--- src/rtl/cpu_sequencer_pkg.sv ---
// Shared CPU definitions for the multi-cycle sequencer: FSM state encoding,
// opcode constants and opcode classification helpers.
package cpu_sequencer_pkg;

  typedef enum logic [2:0] {
    S_FETCH  = 3'd0,
    S_DECODE = 3'd1,
    S_EXEC   = 3'd2,
    S_MEM    = 3'd3,
    S_WB     = 3'd4,
    S_INTR   = 3'd5
  } state_t;

  localparam logic [3:0] OP_LIH  = 4'd0;
  localparam logic [3:0] OP_ADD  = 4'd1;
  localparam logic [3:0] OP_ADDI = 4'd2;
  localparam logic [3:0] OP_SW   = 4'd3;
  localparam logic [3:0] OP_LW   = 4'd4;
  localparam logic [3:0] OP_JAL  = 4'd5;
  localparam logic [3:0] OP_JCC  = 4'd6;

  // Opcodes that write x_rd in WB; 7-F are nops and never write.
  function automatic logic op_writes_rf(input logic [3:0] op);
    case (op)
      OP_LIH, OP_ADD, OP_ADDI, OP_LW, OP_JAL, OP_JCC: return 1'b1;
      default:                                        return 1'b0;
    endcase
  endfunction

  function automatic logic op_is_mem(input logic [3:0] op);
    return (op == OP_SW) || (op == OP_LW);
  endfunction

endpackage

--- src/rtl/cpu_sequencer.sv ---
// cpu_sequencer: multi-cycle control FSM (FETCH/DECODE/EXEC/MEM/WB/INTR).
// Owns the architectural PC, EPC and global interrupt enable, and muxes the
// single memory port between instruction fetch and data access.
// Ports:
//   clk, reset          clock, synchronous active-high reset
//   opcode              opcode of the latched instruction
//   ex_pc/ex_addr/ex_wdata  ALU results: next PC, data word address, store data
//   mem_rdata, mem_ack  memory response (rdata is consumed by IR/mem_val regs)
//   intr_req            level interrupt request, sampled only in WB
//   mem_req/mem_we/mem_addr/mem_wdata  memory request port
//   ir_en, ld_en, rf_we register load strobes
//   pc, epc, intr_en, state  architectural / debug state
module cpu_sequencer
  import cpu_sequencer_pkg::*;
#(
  parameter logic [31:0] RESET_PC = 32'h0000_0000,
  parameter logic [31:0] INTR_VEC = 32'h0000_0100
) (
  input  logic        clk,
  input  logic        reset,
  input  logic [3:0]  opcode,
  input  logic [31:0] ex_pc,
  input  logic [29:0] ex_addr,
  input  logic [31:0] ex_wdata,
  input  logic [31:0] mem_rdata,
  input  logic        mem_ack,
  input  logic        intr_req,
  output logic        mem_req,
  output logic        mem_we,
  output logic [29:0] mem_addr,
  output logic [31:0] mem_wdata,
  output logic        ir_en,
  output logic        ld_en,
  output logic        rf_we,
  output logic [31:0] pc,
  output logic [31:0] epc,
  output logic        intr_en,
  output logic [2:0]  state
);

  state_t      st, st_nxt;
  logic [31:0] pc_r, epc_r;
  logic        ien_r;

  // Read data goes straight to the IR / mem_val registers outside this block.
  logic unused_rdata;
  assign unused_rdata = ^mem_rdata;

  always_ff @(posedge clk) begin
    if (reset) begin
      st    <= S_FETCH;
      pc_r  <= RESET_PC;
      epc_r <= 32'h0;
      ien_r <= 1'b1;
    end else begin
      st <= st_nxt;
      case (st)
        S_WB:    pc_r <= ex_pc;
        S_INTR: begin
          epc_r <= ex_pc;
          pc_r  <= INTR_VEC;
          ien_r <= 1'b0;
        end
        default: ;
      endcase
    end
  end

  always_comb begin
    st_nxt    = st;
    mem_req   = 1'b0;
    mem_we    = 1'b0;
    mem_addr  = 30'h0;
    mem_wdata = 32'h0;
    ir_en     = 1'b0;
    ld_en     = 1'b0;
    rf_we     = 1'b0;
    case (st)
      S_FETCH: begin
        mem_req  = 1'b1;
        mem_addr = pc_r[31:2];
        if (mem_ack) begin
          ir_en  = 1'b1;
          st_nxt = S_DECODE;
        end
      end
      S_DECODE: st_nxt = S_EXEC;
      S_EXEC:   st_nxt = op_is_mem(opcode) ? S_MEM : S_WB;
      S_MEM: begin
        mem_req   = 1'b1;
        mem_we    = (opcode == OP_SW);
        mem_addr  = ex_addr;
        mem_wdata = ex_wdata;
        if (mem_ack) begin
          ld_en  = (opcode == OP_LW);
          st_nxt = S_WB;
        end
      end
      S_WB: begin
        rf_we  = op_writes_rf(opcode);
        st_nxt = (ien_r && intr_req) ? S_INTR : S_FETCH;
      end
      S_INTR:  st_nxt = S_FETCH;
      default: st_nxt = S_FETCH;
    endcase
    // Strobes and the memory port are silenced during the reset cycle, even
    // if the FSM is parked mid-transaction.
    if (reset) begin
      mem_req   = 1'b0;
      mem_we    = 1'b0;
      mem_addr  = 30'h0;
      mem_wdata = 32'h0;
      ir_en     = 1'b0;
      ld_en     = 1'b0;
      rf_we     = 1'b0;
    end
  end

  assign pc      = pc_r;
  assign epc     = epc_r;
  assign intr_en = ien_r;
  assign state   = st;

endmodule

--- config.mk ---
export PLATFORM = sky130hd
export DESIGN_NAME = cpu_sequencer
export DESIGN_NICKNAME = d
export VERILOG_FILES = /design/src/rtl/cpu_sequencer_pkg.sv /design/src/rtl/cpu_sequencer.sv
export SDC_FILE = /design/constraint.sdc
export NUM_CORES = 1
export LEC_CHECK = 0
export CAP_MARGIN = 40
export CELL_PAD_IN_SITES_DETAIL_PLACEMENT = 0
export CELL_PAD_IN_SITES_GLOBAL_PLACEMENT = 1
export CORE_MARGIN = 1.5
export CORE_UTILIZATION = 20
export CTS_CLUSTER_DIAMETER = 40
export CTS_CLUSTER_SIZE = 14
export DETAILED_ROUTE_END_ITERATION = 16
export PLACE_DENSITY_LB_ADDON = 0.1
export RECOVER_POWER = 25
export SETUP_SLACK_MARGIN = 0.2
export SLEW_MARGIN = 20
export SYNTH_ARGS = -nofsm -noshare
export SYNTH_HDL_FRONTEND = slang
export SYNTH_SLANG_ARGS = --single-unit
--- constraint.sdc ---
create_clock -name clk -period 2.05 [get_ports clk]
set_clock_uncertainty 0.15 [all_clocks]
set_input_delay 0.41 -clock clk [delete_from_list [all_inputs] [get_ports clk]]
set_output_delay 0.41 -clock clk [all_outputs]
set_load 0.05 [all_outputs]
; ---- Word level (Yosys, flattened, before mapping)
; Index checks and enable logic that the tools add are counted.
[word_totals]
regBits = 68
input_bits = 134
out_inout_bits = 135
elab_cells = 48
[op_classes]
n_eq_ne = 13
n_mux = 23
reduce_logical = 8
[ops]
columns = operator, count
row1 = two-way mux 32 bit, 2
row2 = one-hot mux 32 bit (2 select lines), 1
row3 = one-hot mux 30 bit (2 select lines), 1
row4 = two-way mux 30 bit, 1
row5 = one-hot mux 3 bit (5 select lines), 1
row6 = two-way mux 1 bit, 13
row7 = equality test 4 x 3 -> 1 bit (second input constant), 3
row8 = two-way mux 3 bit, 4
row9 = equality test 4 x 2 -> 1 bit (second input constant), 2
row10 = equality test 3 x 2 -> 1 bit (second input constant), 2
row11 = equality test 3 bit (second input constant), 2
row12 = OR reduction 6 bit, 1
row13 = equality test 4 x 1 -> 1 bit (second input constant), 1
row14 = logical NOT 4 bit, 1
row15 = != test 2 bit (second input constant), 2
row16 = equality test 3 x 1 -> 1 bit (second input constant), 1
row17 = logical NOT 3 bit, 1
row18 = AND reduction 2 bit, 1
row19 = nonzero test 2 bit, 1
row20 = OR reduction 2 bit, 1
row21 = logical AND 1 bit, 1
row22 = logical OR 1 bit, 1

; ---- Depth between registers and ports, before layout
; Gate-level depths: netlist of the first run.
[depth]
ltp_word = 5
ltp_mapped = 7

; ---- Worst setup path before layout of the first run
; Ideal clock, no wire load.
[synth_path]
path_kind = register -> output
from = register st[0], in the netlist state[0]
to = output ld_en
arrival_time_ns = 2.792
required_time_ns = 1.490
path_slack_ns = -1.302
path_stages_with_launch = 5
path_cell_list = dfxtp_1 buf_2 nand2_1 or2_1 nor4_1
[synth_between]
elab_chain_cells = 3
[synth_rtl]
columns = element, line_no
row1 = start: declaration, cpu_sequencer.sv:41  ; state_t st, st_nxt;
row2 = start signal: assignment, cpu_sequencer.sv:56  ; st <= st_nxt;
row3 = equality test 3 x 2 -> 1 bit, cpu_sequencer.sv:78  ; case (st)
row4 = two-way mux 1 bit, cpu_sequencer.sv:78
row5 = two-way mux 1 bit, cpu_sequencer.sv:108  ; if (reset) begin
row6 = end: declaration, cpu_sequencer.sv:33  ; output logic ld_en,
; Every way passes these cells.

; ---- Worst setup path in the final report of the first run
[layout_path]
from = register st[2], in the netlist state[2]
to = output mem_wdata[9]
[layout_between]
elab_chain_cells = 3
[layout_rtl]
columns = element, line_no
row1 = equality test 3 x 2 -> 1 bit, cpu_sequencer.sv:78
row2 = two-way mux 32 bit, cpu_sequencer.sv:78
row3 = two-way mux 32 bit, cpu_sequencer.sv:108
row4 = end: declaration, cpu_sequencer.sv:31  ; output logic [31:0] mem_wdata,
; Every way passes these cells.

==> summary.md, run 1 <==
| Metric | Value |
|---|---|
| Final Cell Area | `6987 um2` |
| Multiplexer share of the synthesized area | `0` |
| Most used flip-flop cell after synthesis | `dfxtp_1` |
| Initial drt markers | `92` |
| Outcome | `complete, but fails checks` |
| Drt via density | `4.543` |
| Reg clk slew, reported paths | `60 ps` |
| Vias in the first global route | `3,634` |
| Worst Path Required | `1490 ps` |
| Non-Filler Instances | `801` |
| GRT Overall Usage | `0.1750` |
| Final setup margin | `-217.6 ps` |
| Worst rel slew slack | `0.5540` |
| Synth cell count leaders | `dfxtp_1 (68), nand2_1 (68), a21oi_1 (35), nor2_1 (35), and2_1 (33)` |
| RSZ-0062 raised after global routing | `true` |
| Register area share after synthesis | `0.4612` |
| Die area | `15,500 um2` |
| Clock share of power | `0.351` |
| Synth top area share | `0.4612` |
| Combinational Power Share | `0.356` |
| Grt total ovfl | `0` |
| Htree depth | `3` |
| Num CTS Buffers | `9` |
| Main combinational cell family by area after synthesis | `compound AO/OA/AOI/OAI gates` |
| Routability congestion estimate | `0.7887` |
| Mapped Nets | `493` |
| Critical path data arrival time | `1710 ps` |
| Via count | `3,639` |
| Util after Layout | `0.4825` |
| Clk Latency, worst-skew pair | `320 ps` |
| Gate Count Post-Synth | `359` |
| Core Area | `14,480 um2` |
| Ys Warns | `0` |
| P_sw | `1.553 mW` |
| Slew Viols, Final | `0` |
| Port buffer count | `236` |
| Cell Area, Synth | `2952 um2` |
| Placed cell area | `6310 um2` |
| Hold Fails Final Rpt | `0` |
| Number of clock sinks | `68` |
| Placed Instances | `764` |
| Net count, final | `746` |
| Yosys cell types | `27` |
| Crit. End Element | `output port` |
| Clock buffer depth | `2` |
| Num ports | `269` |
| Post-Place Worst Slack | `-193.2 ps` |
| Failing checks | `setup timing` |
| Synth Area in XOR/XNOR | `0` |
| Syn_area_per_cell | `8.222 um2` |
| Post-synth top area cell | `dfxtp_1` |
| Number of fill cells | `1,357` |
| Hold-fix buffer count after cts | `0` |
| CP Max Fanout | `5` |
| Critical path startpoint category | `flop` |
| Largest net degree at the start of global routing | `68` |
| Post-synth EDFFs | `0` |
| Yosys reg bits | `68` |
| Routed Antenna Nets | `0` |
| Post-DP HPWL | `9.272 mm` |
| Rows | `44` |
| First-pass GRT wire length | `21.24 mm` |
| Initial antenna violation count | `0` |
| Maximum Capacitance Violations | `0` |
| Initial core utilization | `0.2039` |
| Period utilization | `1.106` |
| Die W | `124.5 um` |
| P&R area growth vs syn | `136.7%` |
| Diodes inserted | `0` |
| Synth Area in Adders | `0` |
| Simple-Gate Fraction of Synth Area | `0.2446` |
| Sequential share of power | `0.294` |
| CTS tree | `done` |
| WL/cell | `17.39 um` |
| Setup_tns | `-11,990 ps` |
| DRC | `0` |
| Critical path class | `reg -> out` |
| Leak | `2.767 nW` |
| Worst Tran Pin Value | `672.0 ps` |
| Internal Power | `3.350 mW` |
| Die Height | `124.5 um` |
| Synth Area in Compound Gates | `0.2480` |
| Root Buffer | `clkbuf_16` |
| Worst hold path type | `reg -> reg` |
| Asr flop ratio synth | `0` |
| Worst vdd ir | `0.4548 mV` |
| Count of final setup violators | `66` |
| P per Cell Area | `701.9 nW/um2` |
| Fin crit period | `2268 ps` |
| Top post-synthesis cells by area | `dfxtp_1 (46%), a22o_1 (8.9%), nand2_1 (8.6%)` |
| TritonRoute pass-1 iters | `4` |
| Highest Clock Rate | `441.0 MHz` |
| Drt total wl | `13.93 mm` |
| Layout cells sized above 1 | `0.3776` |
| Switching Share | `0.3168` |
## state kept, by name, summed over array words and instances, names as in the netlist
register	count
intr_en	1
state	3
pc	32
epc	32
## layout make-up
class,count,area [um2],area share
Inverter,1,3.754,0.0005372
Sequential cell,68,1370,0.1961
Tap cell,184,230.2,0.03295
Clock inverter,5,82.58,0.01182
Timing Repair Buffer,272,3258,0.4663
Multi-Input combinational cell,260,1789,0.2561
Clock buffer,11,252.7,0.03617
## worst max-delay path, cell delays in order, from the launching register on
cell,delay [ps]
dfxtp_4,340
or2_4,270
nor2_4,190
buf_6,160
clkbuf_16,150
and2_4,140
buf_12,130
## routing by layer
metal / vias up / wire length (um) / track usage
li1: 1760 / - / -
met1: 1698 / 5750 / 0.2163
met2: 170 / 7035 / 0.2915
met3: 11 / 956 / 0.04983
met4: 0 / 190 / 0.05950
met5: - / 0 / 0
## cell families (layout without fill, tap and decap cells)
group | Yosys count | count (layout)
AND/OR/NAND/NOR | 155 | 156
AO/OA/AOI/OAI | 104 | 104
flip-flops | 68 | 68
buffers and inverters | 32 | 289
## timing repair
| action | in CTS | in global routing |
|---|---|---|
| pin swaps | 8 | 29 |
| cloned | 4 | 5 |
| endpoints found under the setup margin | 105 | 69 |
| resized for setup | 22 | 19 |
| buffers inserted | 9 | 3 |
## metrics by stage
step,total power [mW],hold slack (ps)
floorplan,2.237,364.1
global placement,2.950,293.9
detailed placement,2.958,295.9
CTS,4.878,301.8
global route,5.133,320.8
finish,4.904,299.1
## cells in the final DEF, fill, tap and decap left out, drive strengths merged
cell type	instances
nor3	3
nand3	1
and3	1
inv	2
clkbuf	49
nand2b	2
a31oi	2
or2	3
o32a	1
and3b	1
a22o	30
a311oi	1
a22oi	31
a21bo	1
a21oi	35
dfxtp	68
buf	127
nor3b	1
bufinv	2
clkdlybuf4s50	99
nand2	68
a21o	1
nor2	38
o22ai	2
clkinvlp	1
clkinv	1
nor4	2
and2	33
dlygate4sd2	8
nor2b	3
## power by group through the flow
stage / Clock, mW / Sequential, mW / Combinational (mW)
after floorplan: 0 / 1.66 / 0.573
after global placement: 0 / 1.47 / 1.48
after detailed placement: 0 / 1.47 / 1.49
after CTS: 1.77 / 1.44 / 1.67
after global routing: 1.85 / 1.45 / 1.84
final: 1.72 / 1.44 / 1.74
## final timing paths
kind                         startpoint                   end  slack, ps  cells past startpoint
setup / recovery  state[2]$_SDFFE_PP0P_          mem_wdata[9]       -220                      6
hold / removal     epc[19]$_SDFFE_PP0P_  epc[19]$_SDFFE_PP0P_        300                      2
setup reg to reg  state[2]$_SDFFE_PP0P_    pc[4]$_SDFFE_PP0P_        240                      7
hold reg to reg    epc[19]$_SDFFE_PP0P_  epc[19]$_SDFFE_PP0P_        300                      2
(Power assumes the default switching activity.)
==> run 2, diff against run 1 <==
--- a/config.mk
+++ b/config.mk
@@ -8,7 +8,6 @@
 export CAP_MARGIN = 40
 export CELL_PAD_IN_SITES_DETAIL_PLACEMENT = 0
 export CELL_PAD_IN_SITES_GLOBAL_PLACEMENT = 1
-export CORE_MARGIN = 1.5
 export CORE_UTILIZATION = 20
 export CTS_CLUSTER_DIAMETER = 40
 export CTS_CLUSTER_SIZE = 14
==> summary.md, run 2 (synthesis gave the netlist of run 1 again) <==
| Metric | Value |
|---|---|
| Worst vdd ir | `0.2769 mV (-39%)` |
| Hold-fix buffer count after cts | `0 (unchanged)` |
| Num ports | `269 (unchanged)` |
| Hold Fails Final Rpt | `0 (unchanged)` |
| Die W | `123.5 um (-0.80%)` |
| Fin crit period | `2232 ps (-35.24 ps)` |
| Worst Path Required | `1490 ps (about the same)` |
| Num CTS Buffers | `9 (unchanged)` |
| Final setup margin | `-182.4 ps (+35.24 ps)` |
| Reg clk slew, reported paths | `50 ps (about the same)` |
| Commonest non-fill, non-tap cell in the layout | `clkdlybuf4s50_1` |
| Worst hold path type | `reg -> reg` |
| Diodes inserted | `0 (unchanged)` |
| Total design power | `4.746 mW (-3.2%)` |
| CP Depth | `6 (unchanged)` |
| Initial drt markers | `108 (+17%)` |
| Slew Viols, Final | `0 (unchanged)` |
| Outcome | `complete, but fails checks` |
| Worst Tran Pin Value | `684.7 ps (+12.76 ps)` |
| Clock share of power | `0.323 (-0.028)` |
| Critical path class | `reg -> out` |
| Htree depth | `3 (unchanged)` |
| First-pass GRT wire length | `19.32 mm (-9.0%)` |
| Switching Share | `0.3202 (+0.003427)` |
| Routed Antenna Nets | `0 (unchanged)` |
| GRT Overall Usage | `0.1700 (-0.004998)` |
| Non-Filler Instances | `796 (-0.62%)` |
| Buf+Inv Stages, Crit Path | `3 (unchanged)` |
| Drt via density | `4.485 (-1.3%)` |
| Drt total wl | `13.48 mm (-3.3%)` |
| Setup_tns | `-8939 ps (+3047 ps)` |
| Vias in the first global route | `3,398 (-6.5%)` |
| Cell Chain, Critical Path | `or2_4 > nor2_4 > buf_12 > buf_12 > a22o_2 > buf_12` |
| Clk Latency, worst-skew pair | `320 ps (about the same)` |
| Leak | `2.742 nW (-0.93%)` |
| Combinational Power Share | `0.374 (+0.018)` |
| P per Cell Area | `688.4 nW/um2 (-1.9%)` |
| Largest net degree at the start of global routing | `68 (unchanged)` |
| Number of fill cells | `1,425 (+5.0%)` |
| RSZ-0062 raised after global routing | `true` |
| Core Area | `14,480 um2 (unchanged)` |
| WL/cell | `16.93 um (-2.7%)` |
| P_sw | `1.520 mW (-2.2%)` |
| Highest Clock Rate | `448.0 MHz (+1.6%)` |
| Min Hold Slack | `302.6 ps (+3.453 ps)` |
| CP Max Fanout | `11 (+6)` |
| TritonRoute pass-1 iters | `4 (unchanged)` |
| DRC | `0 (unchanged)` |
| Routability congestion estimate | `0.7750 (-1.7%)` |
| Post-DP HPWL | `9.290 mm (+0.19%)` |
| Worst rel slew slack | `0.5455 (-0.008467)` |
| Rows | `44 (unchanged)` |
| Internal Power | `3.227 mW (-3.7%)` |
| Die area | `15,250 um2 (-1.6%)` |
| CP delay by family, top | `buffers and inverters` |
| Maximum Capacitance Violations | `0 (unchanged)` |
| Placed Instances | `767 (+0.39%)` |
| Count of final setup violators | `65 (-1.5%)` |
| Root Buffer | `clkbuf_16` |
| CP max stage delay | `350 ps (about the same)` |
| Crit-path slowest cell | `dfxtp_4` |
| Number of clock sinks | `68 (unchanged)` |
| Most used cell, CP | `buf_12` |
| Via count | `3,570 (-1.9%)` |
| Grt total ovfl | `0 (unchanged)` |
| P&R area growth vs syn | `133.6%` |
| CTS tree | `done` |
| Critical path data arrival time | `1670 ps (-40 ps)` |
| Layout cells sized above 1 | `0.3693 (-0.008353)` |
| Period utilization | `1.089 (-0.01719)` |
| Initial antenna violation count | `0 (unchanged)` |
| Sequential share of power | `0.303 (+0.009)` |
| Hold Path Stages | `2 (unchanged)` |
| Die Height | `123.5 um (-0.80%)` |
| Net count, final | `743 (-0.40%)` |
| Most frequent cells in the layout | `clkdlybuf4s50_1 (99), buf_12 (75), nand2_1 (67)` |
| Failing checks | `setup timing` |
| Initial core utilization | `0.2039 (unchanged)` |
| R2R depth | `7 (unchanged)` |
| Port buffer count | `236 (unchanged)` |
| Critical path startpoint category | `flop` |
| Crit. End Element | `output port` |
| Clock buffer depth | `2 (unchanged)` |
run 2: worst register-to-register path, cell delays in order, from the launching register on:
cell     delay, ps
dfxtp_4        350
buf_6          120
buf_4          150
and3b_2        250
nor2_4         180
buf_12         230
a22oi_1        100
nor2_1         110
run 2: through the flow:
stage / worst slack, ps / instance area (um2) / utilization
floorplan: -196.0 / 3178 / -
global placement: -150.7 / 6307 / 0.4356
detailed placement: -145.3 / 6327 / 0.4370
CTS: -187.8 / 6924 / 0.4782
global route: -251.5 / 6895 / 0.4762
finish: -182.4 / 6895 / 0.4762
run 2: final cells by class:
cell class              count  area [um2]  share of cell area
repair buffers            270        3208              0.4653
clock inverters             2       35.03            0.005081
flip-flops and latches     68        1370              0.1987
multi-input cells         259        1792              0.2598
inverters                   1       3.754           0.0005444
clock buffers              12       256.5             0.03720
well taps                 184       230.2             0.03339
run 2: path summary, 6_finish.rpt:
path	startpoint	slack, ps	to
worst max-delay path	state[0]$_SDFFE_PP0P_	-180	mem_addr[24]
worst min-delay path	epc[10]$_SDFFE_PP0P_	300	epc[10]$_SDFFE_PP0P_
worst max register to register	state[0]$_SDFFE_PP0P_	350	pc[16]$_SDFFE_PP0P_
worst min register to register	epc[10]$_SDFFE_PP0P_	300	epc[10]$_SDFFE_PP0P_
run 2: routing by layer:
layer	vias to the layer above	track usage	routed length, um
li1	1743	-	-
met1	1655	0.1944	5510
met2	162	0.2968	6579
met3	10	0.05535	1260
met4	0	0.05572	128
met5	-	0	0
run 2: repair_timing:
item	in CTS	in global routing
pin swaps	7	16
gates cloned	3	2
setup buffers	7	3
endpoints found under the hold margin	0	0
resized for setup	35	5
setup endpoints to repair	72	94
run 2: power by group through the flow:
stage | Clock [mW] | Combinational (mW) | Sequential [mW]
after floorplan | 0 | 0.573 | 1.66
after global placement | 0 | 1.48 | 1.46
after detailed placement | 0 | 1.49 | 1.46
after CTS | 1.57 | 1.75 | 1.44
after global routing | 1.63 | 1.86 | 1.45
final | 1.53 | 1.77 | 1.44
==> run 3, diff against run 2 <==
--- a/config.mk
+++ b/config.mk
@@ -6,10 +6,9 @@
 export NUM_CORES = 1
 export LEC_CHECK = 0
 export CAP_MARGIN = 40
-export CELL_PAD_IN_SITES_DETAIL_PLACEMENT = 0
-export CELL_PAD_IN_SITES_GLOBAL_PLACEMENT = 1
-export CORE_UTILIZATION = 20
-export CTS_CLUSTER_DIAMETER = 40
+export CELL_PAD_IN_SITES_DETAIL_PLACEMENT = 1
+export CELL_PAD_IN_SITES_GLOBAL_PLACEMENT = 2
+export CORE_UTILIZATION = 15
 export CTS_CLUSTER_SIZE = 14
 export DETAILED_ROUTE_END_ITERATION = 16
 export PLACE_DENSITY_LB_ADDON = 0.1
==> summary.md, run 3 (synthesis gave the netlist of run 1 again) <==
| Metric | Value |
|---|---|
| Most frequent cells in the layout | `clkdlybuf4s50_1 (99), buf_12 (75), nand2_1 (67)` |
| Rows | `50 (+14%)` |
| P&R area growth vs syn | `145.5%` |
| Worst hold path type | `reg -> reg` |
| Routed Antenna Nets | `0 (unchanged)` |
| Clk Latency, worst-skew pair | `330 ps (about the same)` |
| Critical path class | `reg -> out` |
| Initial core utilization | `0.1552 (-0.04866)` |
| Critical path startpoint category | `flop` |
| Die area | `20,240 um2 (+33%)` |
| Port buffer count | `236 (unchanged)` |
| Drt total wl | `15.63 mm (+16%)` |
| Crit. End Element | `output port` |
| Placed Instances | `845 (+10%)` |
| Post-DP HPWL | `11.24 mm (+21%)` |
| Initial antenna violation count | `0 (unchanged)` |
| Vias in the first global route | `3,883 (+14%)` |
| Hold-fix buffer count after cts | `0 (unchanged)` |
| Die Height | `142.3 um (+15%)` |
| Final Cell Area | `7246 um2 (+5.1%)` |
| Non-Filler Instances | `877 (+10%)` |
| WL/cell | `17.82 um (+5.3%)` |
| CP Max Fanout | `8 (-3)` |
| DRC | `0 (unchanged)` |
| Post-Place Worst Slack | `-172.5 ps (-27.24 ps)` |
| Outcome | `complete, but fails checks` |
| Initial drt markers | `100 (-7.4%)` |
| Util after Layout | `0.3810 (-0.09525)` |
| Worst Tran Pin Value | `660.1 ps (-24.56 ps)` |
| Total design power | `5.078 mW (+7.0%)` |
| Num CTS Buffers | `9 (unchanged)` |
| Count of final setup violators | `65 (unchanged)` |
| Critical path data arrival time | `1680 ps (about the same)` |
| Diodes inserted | `0 (unchanged)` |
| Routability congestion estimate | `0.7404 (-4.5%)` |
| CTS tree | `done` |
| Worst Path Required | `1490 ps (about the same)` |
| Final setup margin | `-194.2 ps (-11.87 ps)` |
| Hold Fails Final Rpt | `0 (unchanged)` |
| GRT Overall Usage | `0.1537 (-0.01640)` |
| Worst rel slew slack | `0.5618 (+0.01631)` |
| Commonest non-fill, non-tap cell in the layout | `clkdlybuf4s50_1` |
| Failing checks | `setup timing` |
| RSZ-0062 raised after global routing | `true` |
| P per Cell Area | `700.9 nW/um2 (+1.8%)` |
| Min Hold Slack | `303.5 ps (+0.9610 ps)` |
| Reg clk slew, reported paths | `60 ps (about the same)` |
| Via count | `3,647 (+2.2%)` |
| Num ports | `269 (unchanged)` |
| Die W | `142.3 um (+15%)` |
| Period utilization | `1.095 (+0.005790)` |
| Leak | `2.848 nW (+3.9%)` |
| Grt total ovfl | `0 (unchanged)` |
| First-pass GRT wire length | `23.28 mm (+20%)` |
| Slew Viols, Final | `0 (unchanged)` |
| Largest net degree at the start of global routing | `38 (-44%)` |
| Highest Clock Rate | `445.6 MHz (-0.53%)` |
| Root Buffer | `clkbuf_16` |
| Net count, final | `746 (+0.40%)` |
| Clock buffer depth | `2 (unchanged)` |
| Maximum Capacitance Violations | `0 (unchanged)` |
| Htree depth | `3 (unchanged)` |
| Worst vdd ir | `0.4191 mV (+51%)` |
| Setup_tns | `-11,060 ps (-2125 ps)` |
| Core Area | `19,020 um2 (+31%)` |
| Layout cells sized above 1 | `0.4117 (+0.04239)` |
| Number of clock sinks | `68 (unchanged)` |
| Placed cell area | `6412 um2 (+1.3%)` |
| TritonRoute pass-1 iters | `4 (unchanged)` |
| Fin crit period | `2244 ps (+11.87 ps)` |
| Drt via density | `4.158 (-7.3%)` |
-- run 3: cell types whose count changed in the layout (fill, tap and decap cells not counted), sizes merged --
cell,previous run,this run
buf,130,137
dlygate4sd2,6,0
bufinv,1,2
clkinv,1,2
dlymetal6s2s,0,1
inv,1,2
-- run 3: cell type report --
cell class | instances | area [um2]
fillers | 2124 | 11770
inverters | 1 | 3.754
well taps | 260 | 325.3
clock inverters | 5 | 82.58
multi-input cells | 259 | 1964
flip-flops and latches | 68 | 1373
clock buffers | 11 | 252.7
repair buffers | 273 | 3244
-- run 3: what timing repair did --
item | 4_1_cts | 5_1_grt
setup endpoints to repair | 69 | 69
pin swaps | 16 | 38
gates cloned | 3 | 2
gates resized for setup | 35 | 38
setup buffers | 8 | 3
-- run 3: per-layer routing --
| metal | share of wire | track usage | vias to the layer above |
|---|---|---|---|
| li1 | - | - | 1752 |
| met1 | 0.38 | 0.1650 | 1733 |
| met3 | 0.078 | 0.04240 | 13 |
| met2 | 0.53 | 0.2846 | 149 |
| met5 | 0 | 0 | - |
| met4 | 0.013 | 0.05716 | 0 |
-- run 3: where the power goes --
group / total [mW] / internal (mW) / leakage (nW) / switching [mW]
sequential: 1.45 / 1.39 / 0.551 / 0.0658
clock: 1.77 / 1.14 / 0.166 / 0.631
combinational: 1.86 / 0.883 / 2.13 / 0.975
-- run 3: worst max-delay path, stage by stage, from the launching register on --
cell and delay [ps]:
dfxtp_4 340, or2_4 260, nor2_4 170, buf_12 150, buf_8 140, and2_4 160
buf_12 130
-- run 3: worst paths after layout --
kind / startpoint / end / slack (ps) / cells past startpoint
worst max-delay path: state[2]$_SDFFE_PP0P_ / mem_wdata[0] / -190 / 6
worst min-delay path: epc[25]$_SDFFE_PP0P_ / epc[25]$_SDFFE_PP0P_ / 300 / 2
worst min register to register: epc[25]$_SDFFE_PP0P_ / epc[25]$_SDFFE_PP0P_ / 300 / 2
worst max register to register: state[1]$_SDFFE_PP0P_ / state[2]$_SDFFE_PP0P_ / 210 / 8
